File: src/rtl/demux_stream_1x3.sv
// ---------------------------------------------------------------------------
// demux_stream_1x3
//
// Registered 1-to-3 stream demultiplexer. One valid/ready input beat per
// cycle is routed by IN_SELECT to one of three output streams, each backed by
// its own 2-entry FIFO so that a stalled consumer only blocks beats addressed
// to itself. IN_SELECT = 2'b11 discards the beat and bumps a saturating drop
// counter.
//
// Ports
//   CLK                     clock, rising edge
//   RST                     asynchronous, active-high reset
//   IN_VALID / IN_READY     input handshake
//   IN_SELECT [1:0]         00 -> out 1, 01 -> out 2, 10 -> out 3, 11 -> drop
//   IN_DATA [WIDTH-1:0]     input payload
//   OUT_VALID_n             buffer n non-empty
//   OUT_READY_n             consumer n takes the head this cycle
//   OUT_DATA_n              head payload of buffer n (registered storage)
//   DROP_COUNT [7:0]        saturating count of dropped beats
// ---------------------------------------------------------------------------
module demux_stream_1x3 #(
    parameter int WIDTH = 32
) (
    input  logic             CLK,
    input  logic             RST,
    input  logic             IN_VALID,
    output logic             IN_READY,
    input  logic [1:0]       IN_SELECT,
    input  logic [WIDTH-1:0] IN_DATA,
    output logic             OUT_VALID_1,
    input  logic             OUT_READY_1,
    output logic [WIDTH-1:0] OUT_DATA_1,
    output logic             OUT_VALID_2,
    input  logic             OUT_READY_2,
    output logic [WIDTH-1:0] OUT_DATA_2,
    output logic             OUT_VALID_3,
    input  logic             OUT_READY_3,
    output logic [WIDTH-1:0] OUT_DATA_3,
    output logic [7:0]       DROP_COUNT
);

    localparam int N_OUT = 3;
    localparam logic [1:0] SEL_DROP = 2'b11;

    // Per-buffer state: occupancy, 1-bit pointers and two storage entries.
    logic [1:0]       count_q  [N_OUT];
    logic [1:0]       count_d  [N_OUT];
    logic [N_OUT-1:0] wr_ptr_q, wr_ptr_d;
    logic [N_OUT-1:0] rd_ptr_q, rd_ptr_d;
    logic [WIDTH-1:0] mem_q    [N_OUT][2];
    logic [WIDTH-1:0] mem_d    [N_OUT][2];
    logic [7:0]       drop_cnt_q, drop_cnt_d;

    logic [N_OUT-1:0] out_ready;
    logic [N_OUT-1:0] out_valid;
    logic [N_OUT-1:0] push;
    logic [N_OUT-1:0] pop;
    logic             in_fire;

    assign out_ready = {OUT_READY_3, OUT_READY_2, OUT_READY_1};

    // IN_READY looks only at registered occupancy, never at OUT_READY_n, so a
    // full buffer being popped this cycle still refuses the incoming beat.
    always_comb begin
        // NOTE: every combinationally assigned signal gets a default first so
        // no path through the block leaves it unassigned (no latch).
        IN_READY = 1'b0;
        if (!RST) begin
            unique case (IN_SELECT)
                2'b00:   IN_READY = (count_q[0] != 2'd2);
                2'b01:   IN_READY = (count_q[1] != 2'd2);
                2'b10:   IN_READY = (count_q[2] != 2'd2);
                default: IN_READY = 1'b1;
            endcase
        end
    end

    assign in_fire = IN_VALID & IN_READY;

    always_comb begin
        for (int n = 0; n < N_OUT; n++) begin
            out_valid[n] = (count_q[n] != 2'd0);
            push[n]      = in_fire & (IN_SELECT == 2'(n));
            pop[n]       = out_valid[n] & out_ready[n];
        end
    end

    // Next-state for the three FIFOs. A push and pop on the same edge leave
    // the count unchanged while both pointers advance.
    always_comb begin
        wr_ptr_d = wr_ptr_q ^ push;
        rd_ptr_d = rd_ptr_q ^ pop;
        for (int n = 0; n < N_OUT; n++) begin
            count_d[n] = count_q[n];
            mem_d[n]   = mem_q[n];
            unique case ({push[n], pop[n]})
                2'b10:   count_d[n] = count_q[n] + 2'd1;
                2'b01:   count_d[n] = count_q[n] - 2'd1;
                default: count_d[n] = count_q[n];
            endcase
            if (push[n]) begin
                mem_d[n][wr_ptr_q[n]] = IN_DATA;
            end
        end
    end

    // Drop counter saturates at 255 rather than wrapping.
    always_comb begin
        drop_cnt_d = drop_cnt_q;
        if (in_fire && (IN_SELECT == SEL_DROP) && (drop_cnt_q != 8'hFF)) begin
            drop_cnt_d = drop_cnt_q + 8'd1;
        end
    end

    // NOTE: storage is reset along with the control state because OUT_DATA_n
    // must read 0 after reset, not whatever the RAM cells powered up with.
    always_ff @(posedge CLK or posedge RST) begin
        if (RST) begin
            for (int n = 0; n < N_OUT; n++) begin
                count_q[n]  <= 2'd0;
                mem_q[n][0] <= '0;
                mem_q[n][1] <= '0;
            end
            wr_ptr_q   <= '0;
            rd_ptr_q   <= '0;
            drop_cnt_q <= 8'd0;
        end else begin
            // NOTE: non-blocking assignments so every flop samples the values
            // from before this edge, independent of statement order.
            for (int n = 0; n < N_OUT; n++) begin
                count_q[n] <= count_d[n];
                mem_q[n]   <= mem_d[n];
            end
            wr_ptr_q   <= wr_ptr_d;
            rd_ptr_q   <= rd_ptr_d;
            drop_cnt_q <= drop_cnt_d;
        end
    end

    assign OUT_VALID_1 = out_valid[0];
    assign OUT_VALID_2 = out_valid[1];
    assign OUT_VALID_3 = out_valid[2];
    assign OUT_DATA_1  = mem_q[0][rd_ptr_q[0]];
    assign OUT_DATA_2  = mem_q[1][rd_ptr_q[1]];
    assign OUT_DATA_3  = mem_q[2][rd_ptr_q[2]];
    assign DROP_COUNT  = drop_cnt_q;

endmodule

File: config.mk
export PLATFORM = sky130hd
export DESIGN_NAME = demux_stream_1x3
export DESIGN_NICKNAME = d
export VERILOG_FILES = /design/src/rtl/demux_stream_1x3.sv
export SDC_FILE = /design/constraint.sdc
export NUM_CORES = 1
export LEC_CHECK = 0
export CAP_MARGIN = 20
export CORE_MARGIN = 2
export CORE_UTILIZATION = 40
export CTS_BUF_LIST = sky130_fd_sc_hd__clkbuf_8
export CTS_CLUSTER_SIZE = 24
export DETAILED_ROUTE_END_ITERATION = 10
export GPL_ROUTABILITY_DRIVEN = 0
export GPL_TIMING_DRIVEN = 0
export PLACE_DENSITY = 0.68
export SLEW_MARGIN = 20
export SYNTH_ARGS = -nofsm -noshare
export SYNTH_HDL_FRONTEND = slang
export SYNTH_SLANG_ARGS = --single-unit
File: constraint.sdc
create_clock -name CLK -period 9.3 [get_ports CLK]
set_input_delay 0.93 -clock CLK [delete_from_list [all_inputs] [get_ports CLK]]
set_output_delay 0.93 -clock CLK [all_outputs]
set_load 0.01 [all_outputs]
==> impl_results.md, run 1 <==
- Outcome: finished clean
- Startpoint Class: input pin
- Via Count: 5707
- Cells after synthesis: 627
- Worst reg-to-reg setup slack: 6.65 ns
- Crit-path most repeated cell: clkdlybuf4s50_1
- Root buffer cell: clkbuf_8
- Top cells by area, synth: dfrtp_1 56%, mux2_2 30%, mux2_1 4.4%
- CTS tree: done
- WP buf/inv: 3
- Initial core utilization: 40.5%
- Filler cells: 1951
- # diodes: 0
- Yosys top cell area share: 56.2%
- Synthesized net count: 681
- Nets: 870
- Top post-synthesis cells by count: 253 x mux2_2, 212 x dfrtp_1, 37 x mux2_1
- CP max FO: 7
- Footprint of the multi-input gates: 3920 sq um
- R2R depth: 7
- Max cap viols: 0
- Starting DRT DRC Count: 140
- Final Max Tran Viols: 0
- Worst skew pair latency: 0.51 ns
- Worst EP arrival: 3.17 ns
- Reg-to-Reg End: mem_q[12]$_DFFE_PP0P_
- Hold depth: 1
- H-tree Lvls: 2
- Share of post-route cells with drive strength above 1: 41.8%
- CTS Buf Count: 39
- Yosys reg bits: 212
- CP Data Required Time: 8.37 ns
- Final WL: 21900 um
- Hold WS: 0.481 ns
- GRT overflow: 0
- CP top delay family: buffers and inverters
- Fin cells: 1157
- Sink Count: 212
- Top-count cell post-synth: mux2_2
- Post-synth cell types: 36
- Worst reg2reg startpoint: count_q[1]$_DFFE_PP0P_
- Power, Total: 4.35 mW
- Post-DP HPWL: 14900 um
- Die Area: 24900 sq um
- Global-route wire length before repair: 34600 um
- Die Wd: 158 um
- Area grow syn2layout: 28.1%
- CP Depth: 7
- CTS Hold Buffers Added: 0
- Placed Instances: 1094
- Resized cells post-CTS: 0
- Critical Path Max Stage Delay: 0.58 ns
- Sequential fraction of the synthesis area: 56.2%
- Post-CTS Setup Inserts: 0
- Final period utilization: 44.0%
- Final core occ: 51.8%
- Number of global-route vias before repair: 6362
- Async S/R FF share, synth: 100%
- FP Rows: 56
- Crit path kind: in -> out
- Slew @ Worst Pin: 0.682 ns
- Crit path to: IN_READY
- Total track usage: 18.1%
- Post-route ant nets: 0
- Largest area contributor in the netlist: dfrtp_1
- Worst Setup SP: IN_SELECT[0]
- Largest net degree at the start of global routing: 116
- CTS clk-pin slew, worst paths: 0.05 ns
- Pre-antenna DRT Iters: 4
- Max_slew headroom: 54.5%
- Yosys Warn Count: 0
- Initial antenna violation count: 0
- Crit path max-delay cell type: clkdlybuf4s50_1
- Total negative slack: 0 ns
- Pleak: 5.38 nW
- Clock Tree Buf Depth: 3
- HP Class: reg -> reg
- Post-Syn Area: 9440 sq um
- Power per Cell Area: 360 nW/um^2
- Crit. End Element: primary output
- DRC Markers: 0
- Avg Cell Area, Syn: 15.1 sq um
- Core ar.: 23300 sq um
- Unrepaired setup endpoints after global routing: false
- Maximum vdd drop: 0.000194 V
- Max Freq: 244 MHz
- Reg area: 5310 sq um
- Post-synth EDFFs: 0
- Boundary pin count: 148
- Min Tclk post-route: 4.10 ns
- Worst-path cell chain: clkdlybuf4s50_1 > inv_1 > ha_1 > a22o_1 > a211o_1 > a21oi_1 > clkdlybuf4s50_1
- Die H: 158 um
- Clk_skew: 0.0139 ns
- Most common flop cell mapped by yosys: dfrtp_1
- Final hold vios: 0
- WL per Instance: 18.9 um
- I/O Buffers: 147
- Final setup viols: 0
- Vias per inst: 4.93
cells by family (layout without fill, tap and decap cells):
| kind of cell | count (synthesis) | count (layout) | synth area share, % |
|---|---|---|---|
| muxes | 292 | 292 | 34.8 |
| DFF | 212 | 212 | 56.2 |
| buffers and inverters | 49 | 260 | 2.35 |
| and+or+nand+nor | 29 | 29 | 2.27 |
| AOI/OAI and AO/OA | 17 | 17 | 1.21 |
| adders and majority gates | 14 | 14 | 1.86 |
| xor gates and xnor gates | 14 | 14 | 1.30 |
where the power goes:
part / internal [mW] / switching (mW) / total, mW / leakage (nW)
combinational: 1.17 / 0.733 / 1.91 / 2.33
clock: 0.477 / 0.371 / 0.849 / 0.418
sequential: 1.37 / 0.226 / 1.59 / 2.63
placed cells by master, fill, tap and decap left out, types with 2 or more instances in the layout:
master / netlist / layout
inv_1: 13 / 20
nor2_1: 4 / 4
ha_1: 14 / 14
nand2_1: 6 / 6
a21o_1: 3 / 3
buf_2: 30 / 30
clkbuf_8: 0 / 50
clkdlybuf4s50_1: 0 / 147
dfrtp_1: 212 / 212
mux2_1: 37 / 37
nand3_2: 2 / 2
and2_1: 3 / 3
xor2_1: 7 / 7
a21oi_1: 7 / 7
xnor2_1: 7 / 7
mux2_2: 253 / 253
clkbuf_1: 6 / 6
clkinv_2: 0 / 4
or2_1: 3 / 3
metrics by stage:
stage	area, sq um	setup slack [ns]
4_1_cts	12100	5.22
3_5_place_dp	11300	5.24
3_3_place_gp	11300	0.289
5_1_grt	12100	5.06
6_report	12100	5.20
2_1_floorplan	9440	2.58
layer usage:
layer | GRT usage [%] | vias to the layer above | wire [um]
li1 | - | 2605 | -
met2 | 31.1 | 140 | 10900
met4 | 5.32 | 0 | 345
met1 | 23.0 | 2928 | 9650
met5 | 0 | - | 0
met3 | 3.67 | 34 | 1020
final cells by class:
class / count / area share, %
flip-flops and latches: 212 / 43.9
multi-input cells: 366 / 32.4
repair buffers: 148 / 12.4
clock buffers: 50 / 5.69
well taps: 319 / 3.30
plain buffers: 36 / 1.43
clock inverters: 13 / 0.476
inverters: 13 / 0.466
registers in the layout, summed over array words and instances (netlist names):
name        cells
mem_q         192
DROP_COUNT      8
wr_ptr_q        3
rd_ptr_q        3
count_q         6
worst min path at each step:
stage                      startpoint                     end
2_1_floorplan    mem_q[0]$_DFFE_PP0P_    mem_q[0]$_DFFE_PP0P_
3_3_place_gp    mem_q[30]$_DFFE_PP0P_   mem_q[30]$_DFFE_PP0P_
3_5_place_dp   mem_q[166]$_DFFE_PP0P_  mem_q[166]$_DFFE_PP0P_
4_1_cts        mem_q[166]$_DFFE_PP0P_  mem_q[166]$_DFFE_PP0P_
5_1_grt         mem_q[70]$_DFFE_PP0P_   mem_q[70]$_DFFE_PP0P_
6_report        mem_q[67]$_DFFE_PP0P_   mem_q[67]$_DFFE_PP0P_
Note: power is estimated with default switching activity, not from simulation.
==> inputs of run 2 (changes only) <==
- PLACE_DENSITY: 0.68 -> 0.71
- clock period: 9.3 -> 3.39 ns (I/O delays scaled with it)
==> run 2 against run 1 <==
Clock-buffer cell count is 7 lower. Hold slack worse by 0.17 ns. Highest routed layer unchanged. Setup slack worse by 4.7 ns.
==> impl_results.md, run 2 (synthesis results as in run 1) <==
- Outcome: finished clean (unchanged)
- Post-DP HPWL: 14100 um (was 14900 um)
- Reg area: 5310 sq um (unchanged)
- Min Tclk post-route: 2.90 ns
- Placed Area: 11500 sq um (was 11300 sq um)
- CTS clk-pin slew, worst paths: 0.06 ns (was 0.05 ns)
- Root buffer cell: clkbuf_8 (unchanged)
- Final hold vios: 0 (unchanged)
- Crit-path most repeated cell: ha_1 (was clkdlybuf4s50_1)
- Commonest cells after routing, fill and taps aside: 253 x mux2_2, 212 x dfrtp_1, 147 x clkdlybuf4s50_1, 43 x clkbuf_8, 37 x mux2_1 (was 253 x mux2_2, 212 x dfrtp_1, 147 x clkdlybuf4s50_1, 50 x clkbuf_8, 37 x mux2_1)
- Combinational share of power: 44.5% (was 43.8%)
- Die Wd: 158 um (unchanged)
- Share of post-route cells with drive strength above 1: 41.5% (was 41.8%)
- Pre-antenna DRT Iters: 4 (unchanged)
- Unrepaired setup endpoints after global routing: false (unchanged)
- Met2 Use GR: 27.6% (was 31.1%)
- DRC Markers: 0 (unchanged)
- CP Depth: 10 (was 7)
- Max cap viols: 0 (unchanged)
- Starting DRT DRC Count: 169 (was 140)
- Boundary pin count: 148 (unchanged)
- Crit path max-delay cell type: clkdlybuf4s50_1 (unchanged)
- Power per Cell Area: 961 nW/um^2 (was 360 nW/um^2)
- Crit path kind: in -> reg (was in -> out)
- Final setup viols: 0 (unchanged)
- R2R depth: 7 (unchanged)
- Total track usage: 17.4% (was 18.1%)
- CTS Hold Buffers Added: 0 (unchanged)
- HP Class: in -> async (was reg -> reg)
- Pleak: 5.40 nW (was 5.38 nW)
- Die Area: 24900 sq um (unchanged)
- Slew @ Worst Pin: 0.495 ns (was 0.682 ns)
- Post-route setup slack: 0.486 ns (was 5.20 ns)
- Sink Count: 212 (unchanged)
- Crit. End Element: flop (was primary output)
- GRT Max-Usage Layer: met2 (unchanged)
- Internal power: 8.12 mW (was 3.02 mW)
- Max reg flops: 192 (unchanged)
- M1 GR Usage: 24.0% (was 23.0%)
- Clock share of power: 18.2% (was 19.5%)
- Global-route wire length before repair: 33300 um (was 34600 um)
- Startpoint Class: input pin (unchanged)
- Worst skew pair latency: 0.52 ns (was 0.51 ns)
- Initial antenna violation count: 0 (unchanged)
- Clk_skew: 0.0199 ns (was 0.0139 ns)
- CP Data Required Time: 3.78 ns (was 8.37 ns)
- Vias per inst: 4.94 (was 4.93)
- CP max FO: 10 (was 7)
- WP buf/inv: 4 (was 3)
- Initial core utilization: 40.5% (unchanged)
- CP top delay family: buffers and inverters (unchanged)
- Max Freq: 344 MHz
- H-tree Lvls: 2 (unchanged)
- Post-CTS Setup Inserts: 0 (unchanged)
- Core ar.: 23300 sq um (unchanged)
- Final WL: 20800 um (was 21900 um)
- Worst-path cell chain: clkdlybuf4s50_1 > inv_1 > ha_1 > a22o_1 > a211o_1 > a21oi_1 > ha_1 > clkbuf_1 > buf_2 > mux2_2 (was clkdlybuf4s50_1 > inv_1 > ha_1 > a22o_1 > a211o_1 > a21oi_1 > clkdlybuf4s50_1)
- Biggest register: mem_q (unchanged)
- Dpl ws: -0.0780 ns (was 5.24 ns)
- I/O Buffers: 147 (unchanged)
- WL per Instance: 18.0 um (was 18.9 um)
- Critical Path Max Stage Delay: 0.51 ns (was 0.58 ns)
- Die H: 158 um (unchanged)
- FP Rows: 56 (unchanged)
- Power, Total: 11.6 mW (was 4.35 mW)
- Number of global-route vias before repair: 6109 (was 6362)
- Footprint of the multi-input gates: 3920 sq um (unchanged)
- Resized cells post-CTS: 0 (unchanged)
- Nets: 875 (was 870)
- Filler cells: 2041 (was 1951)
- # diodes: 0 (unchanged)
- Flop pwr share: 37.3% (was 36.6%)
- CTS Buf Count: 38 (was 39)
- Largest net degree at the start of global routing: 34 (was 116)
- CTS tree: done (unchanged)
- Final period utilization: 85.7%
- Area grow syn2layout: 28.4% (was 28.1%)
- Max_slew headroom: 66.9% (was 54.5%)
- Met3 usage: 3.91% (was 3.67%)
- GRT overflow: 0 (unchanged)
- Clock Tree Buf Depth: 3 (unchanged)
- Worst EP arrival: 3.29 ns (was 3.17 ns)
- P_sw: 3.53 mW (was 1.33 mW)
- Finished Cell Area: 12100 sq um (about the same)
- Final Max Tran Viols: 0 (unchanged)
- Via Count: 5715 (was 5707)
- Sw Share: 30.3% (was 30.6%)
- Post-route ant nets: 0 (unchanged)
- Most common cell after layout, fill and taps aside: mux2_2 (unchanged)
- Maximum vdd drop: 0.000560 V (was 0.000194 V)
-- run 2: cell type report --
cell class	count	share of cell area, %
clock buffer	43	4.88
timing repair buffer	154	13.4
inverter	13	0.434
sequential	212	43.8
tap	319	3.29
clock inverter	15	0.526
multi-input combinational	366	32.3
buffer	36	1.42
-- run 2: through the flow --
step,setup TNS (ns),std cells,hold WS (ns),util (%)
finish,0,1158,0.307,51.9
global placement,-321.83,1093,0.461,48.5
detailed placement,-1.93,1100,0.468,49.1
CTS,0,1158,0.296,51.9
global route,0,1158,0.358,51.9
floorplan,0,627,0.452,-
-- run 2: power by group through the flow --
stage	Sequential (mW)	Combinational (mW)	Clock (mW)
2_1_floorplan	4.21	2.93	0
3_3_place_gp	4.34	5.17	0
3_5_place_dp	4.39	5.24	0
4_1_cts	4.35	5.28	2.21
5_1_grt	4.51	5.58	2.34
6_report	4.34	5.18	2.12
-- run 2: worst paths after layout --
check | from | endpoint | slack (ns)
min | RST | mem_q[94]$_DFFE_PP0P_ | 0.31
min in group CLK | mem_q[191]$_DFFE_PP0P_ | mem_q[191]$_DFFE_PP0P_ | 0.48
max reg2reg | count_q[1]$_DFFE_PP0P_ | mem_q[28]$_DFFE_PP0P_ | 0.72
max | IN_SELECT[0] | mem_q[28]$_DFFE_PP0P_ | 0.49
min reg2reg | mem_q[191]$_DFFE_PP0P_ | mem_q[191]$_DFFE_PP0P_ | 0.48
max in group asynchronous | RST | mem_q[143]$_DFFE_PP0P_ | 2.08
-- run 2: per-layer routing --
metal	part of all wire [%]	wire [um]	vias to the layer above
li1	-	-	2613
met1	47	9720	2935
met2	47	9730	137
met3	4.9	1030	30
met4	1.7	357	0
met5	0	0	-
==> inputs of run 3 (changes only) <==
- PLACE_DENSITY: 0.71 -> 0.73
==> run 3 against run 2 <==
Critical path depth stayed put. Maximum frequency decreased by 1.2%. Sequential share of layout area is 0.16 points lower. Non-clock buffer count down 1. Die area unchanged. Flip-flop and latch count unchanged. Clock power is 7% higher. Hold slack improved by 0.081 ns. Final area increased by 0.37%. Routed wire length is 1.1% lower. Highest routed layer unchanged.
==> impl_results.md, run 3 (synthesis results as in run 1) <==
- Nets: 872 (was 875)
- Commonest cells after routing, fill and taps aside: 253 x mux2_2, 212 x dfrtp_1, 147 x clkdlybuf4s50_1, 47 x clkbuf_8, 37 x mux2_1 (was 253 x mux2_2, 212 x dfrtp_1, 147 x clkdlybuf4s50_1, 43 x clkbuf_8, 37 x mux2_1)
- Max_slew headroom: 55.1% (was 66.9%)
- Clock Tree Buf Depth: 3 (unchanged)
- HP Class: in -> async (unchanged)
- # diodes: 0 (unchanged)
- Fin cells: 1165 (was 1158)
- Post-route ant nets: 0 (unchanged)
- Global-route wire length before repair: 33000 um (was 33300 um)
- WP buf/inv: 4 (unchanged)
- Sink Count: 212 (unchanged)
- Most common cell after layout, fill and taps aside: mux2_2 (unchanged)
- Clk_skew: 0.0163 ns (was 0.0199 ns)
- Starting DRT DRC Count: 214 (was 169)
- Max cap viols: 0 (unchanged)
- Filler cells: 2089 (was 2041)
- I/O Buffers: 147 (unchanged)
- CP Data Required Time: 3.78 ns (about the same)
- CP top delay family: buffers and inverters (unchanged)
- Power per Cell Area: 969 nW/um^2 (was 961 nW/um^2)
- CTS Hold Buffers Added: 0 (unchanged)
- Resized cells post-CTS: 0 (unchanged)
- Pleak: 5.44 nW (was 5.40 nW)
- Post-DP HPWL: 14100 um (about the same)
- CTS Buf Count: 36 (was 38)
- CTS clk-pin slew, worst paths: 0.05 ns (was 0.06 ns)
- Reg area: 5310 sq um (unchanged)
- Max Freq: 340 MHz (was 344 MHz)
- Worst skew pair latency: 0.51 ns (was 0.52 ns)
- Largest net degree at the start of global routing: 35 (was 34)
- Placed Instances: 1099 (was 1100)
- Worst EP arrival: 3.33 ns (was 3.29 ns)
- Startpoint Class: input pin (unchanged)
- Total negative slack: 0 ns (unchanged)
- Share of post-route cells with drive strength above 1: 41.6% (was 41.5%)
- GRT overflow: 0 (unchanged)
- FP Rows: 56 (unchanged)
- Worst-path cell chain: clkdlybuf4s50_1 > inv_1 > ha_1 > a22o_1 > a211o_1 > a21oi_1 > ha_1 > clkbuf_1 > buf_2 > mux2_2 (unchanged)
- Final period utilization: 86.7% (was 85.7%)
- Area grow syn2layout: 28.8% (was 28.4%)
- Min Tclk post-route: 2.94 ns (was 2.90 ns)
- Biggest register: mem_q (unchanged)
- Die H: 158 um (unchanged)
- Unrepaired setup endpoints after global routing: false (unchanged)
- Number of global-route vias before repair: 6018 (was 6109)
- Vias per inst: 4.88 (was 4.94)
- WL per Instance: 17.7 um (was 18.0 um)
- Crit path max-delay cell type: clkdlybuf4s50_1 (unchanged)
- Die Wd: 158 um (unchanged)
- DRC Markers: 0 (unchanged)
- Footprint of the multi-input gates: 3920 sq um (unchanged)
- CP max FO: 10 (unchanged)
- Outcome: finished clean (unchanged)
- Slew @ Worst Pin: 0.673 ns (was 0.495 ns)
- Critical Path Max Stage Delay: 0.50 ns (was 0.51 ns)
- Final hold vios: 0 (unchanged)
- Pre-antenna DRT Iters: 4 (unchanged)
- Crit path kind: in -> reg (unchanged)
- Die Area: 24900 sq um (unchanged)
- Root buffer cell: clkbuf_8 (unchanged)
- Crit. End Element: flop (unchanged)
- Final Max Tran Viols: 0 (unchanged)
- Crit-path most repeated cell: ha_1 (unchanged)
- H-tree Lvls: 2 (unchanged)
- Maximum vdd drop: 0.000543 V (was 0.000560 V)
- Core ar.: 23300 sq um (unchanged)
- Initial antenna violation count: 0 (unchanged)
- Final setup viols: 0 (unchanged)
- Final WL: 20600 um (was 20800 um)
- Initial core utilization: 40.5% (unchanged)
- Via Count: 5686 (was 5715)
- Max reg flops: 192 (unchanged)
- Boundary pin count: 148 (unchanged)
- CTS tree: done (unchanged)
- Post-CTS Setup Inserts: 0 (unchanged)
- Total track usage: 17.2% (was 17.4%)
## run 3: cell types whose count changed in the layout (fill, tap and decap cells not counted)
| cell | change |
|---|---|
| clkbuf_8 | +4 |
| buf_16 | -1 |
| clkinv_2 | +1 |
| inv_1 | +3 |
| inv_6 | +1 |
| clkinvlp_4 | -1 |
## run 3: worst register-to-register path, stage by stage (launching register included)
cell	delay, ns
dfrtp_1	0.40
a22o_1	0.24
a211o_1	0.34
a21oi_1	0.28
ha_1	0.20
clkbuf_1	0.37
buf_2	0.40
mux2_2	0.38
## run 3: through the flow
step	instance area [sq um]	hold WS, ns	setup WS [ns]	utilization, %	power, mW
final	12200	0.388	0.452	52.1	11.8
after global routing	12200	0.465	0.298	52.1	12.6
after CTS	12200	0.380	0.418	52.1	12.0
after detailed placement	11400	0.472	-0.128	49.0	9.63
after global placement	11300	0.461	-1.52	48.5	9.50
after floorplan	9450	0.452	0.295	-	7.14
## run 3: routing by layer
layer	vias to the layer above	routed length, um	GRT usage, %
li1	2624	-	-
met3	32	940	4.11
met2	131	9700	27.3
met1	2899	9640	23.7
met4	0	327	4.46
met5	-	0	0
## run 3: layout make-up
cell class                 instances  share of cell area [%]
clock inverter                    19                   0.669
multi-input combinational        366                    32.2
clock buffer                      47                    5.32
tap                              319                    3.28
timing repair buffer             153                    13.1
buffer                            36                    1.42
sequential                       212                    43.6
inverter                          13                   0.432
## run 3: final timing paths
kind,end,slack [ns],from,cells after the start
setup / recovery,mem_q[29]$_DFFE_PP0P_,0.45,IN_SELECT[0],10
hold / removal,count_q[1]$_DFFE_PP0P_,0.39,RST,2
setup reg to reg,mem_q[29]$_DFFE_PP0P_,0.66,count_q[1]$_DFFE_PP0P_,7
hold reg to reg,mem_q[191]$_DFFE_PP0P_,0.48,mem_q[191]$_DFFE_PP0P_,1
max in group asynchronous,mem_q[110]$_DFFE_PP0P_,2.16,RST,4
min in group CLK,mem_q[191]$_DFFE_PP0P_,0.48,mem_q[191]$_DFFE_PP0P_,1
## run 3: where the power goes
part           leakage, nW  internal [mW]  switching, mW
Sequential            2.63           3.75          0.596
Combinational         2.37           3.23           1.95
Clock                0.433           1.25           1.02
Total                 5.44           8.22           3.56
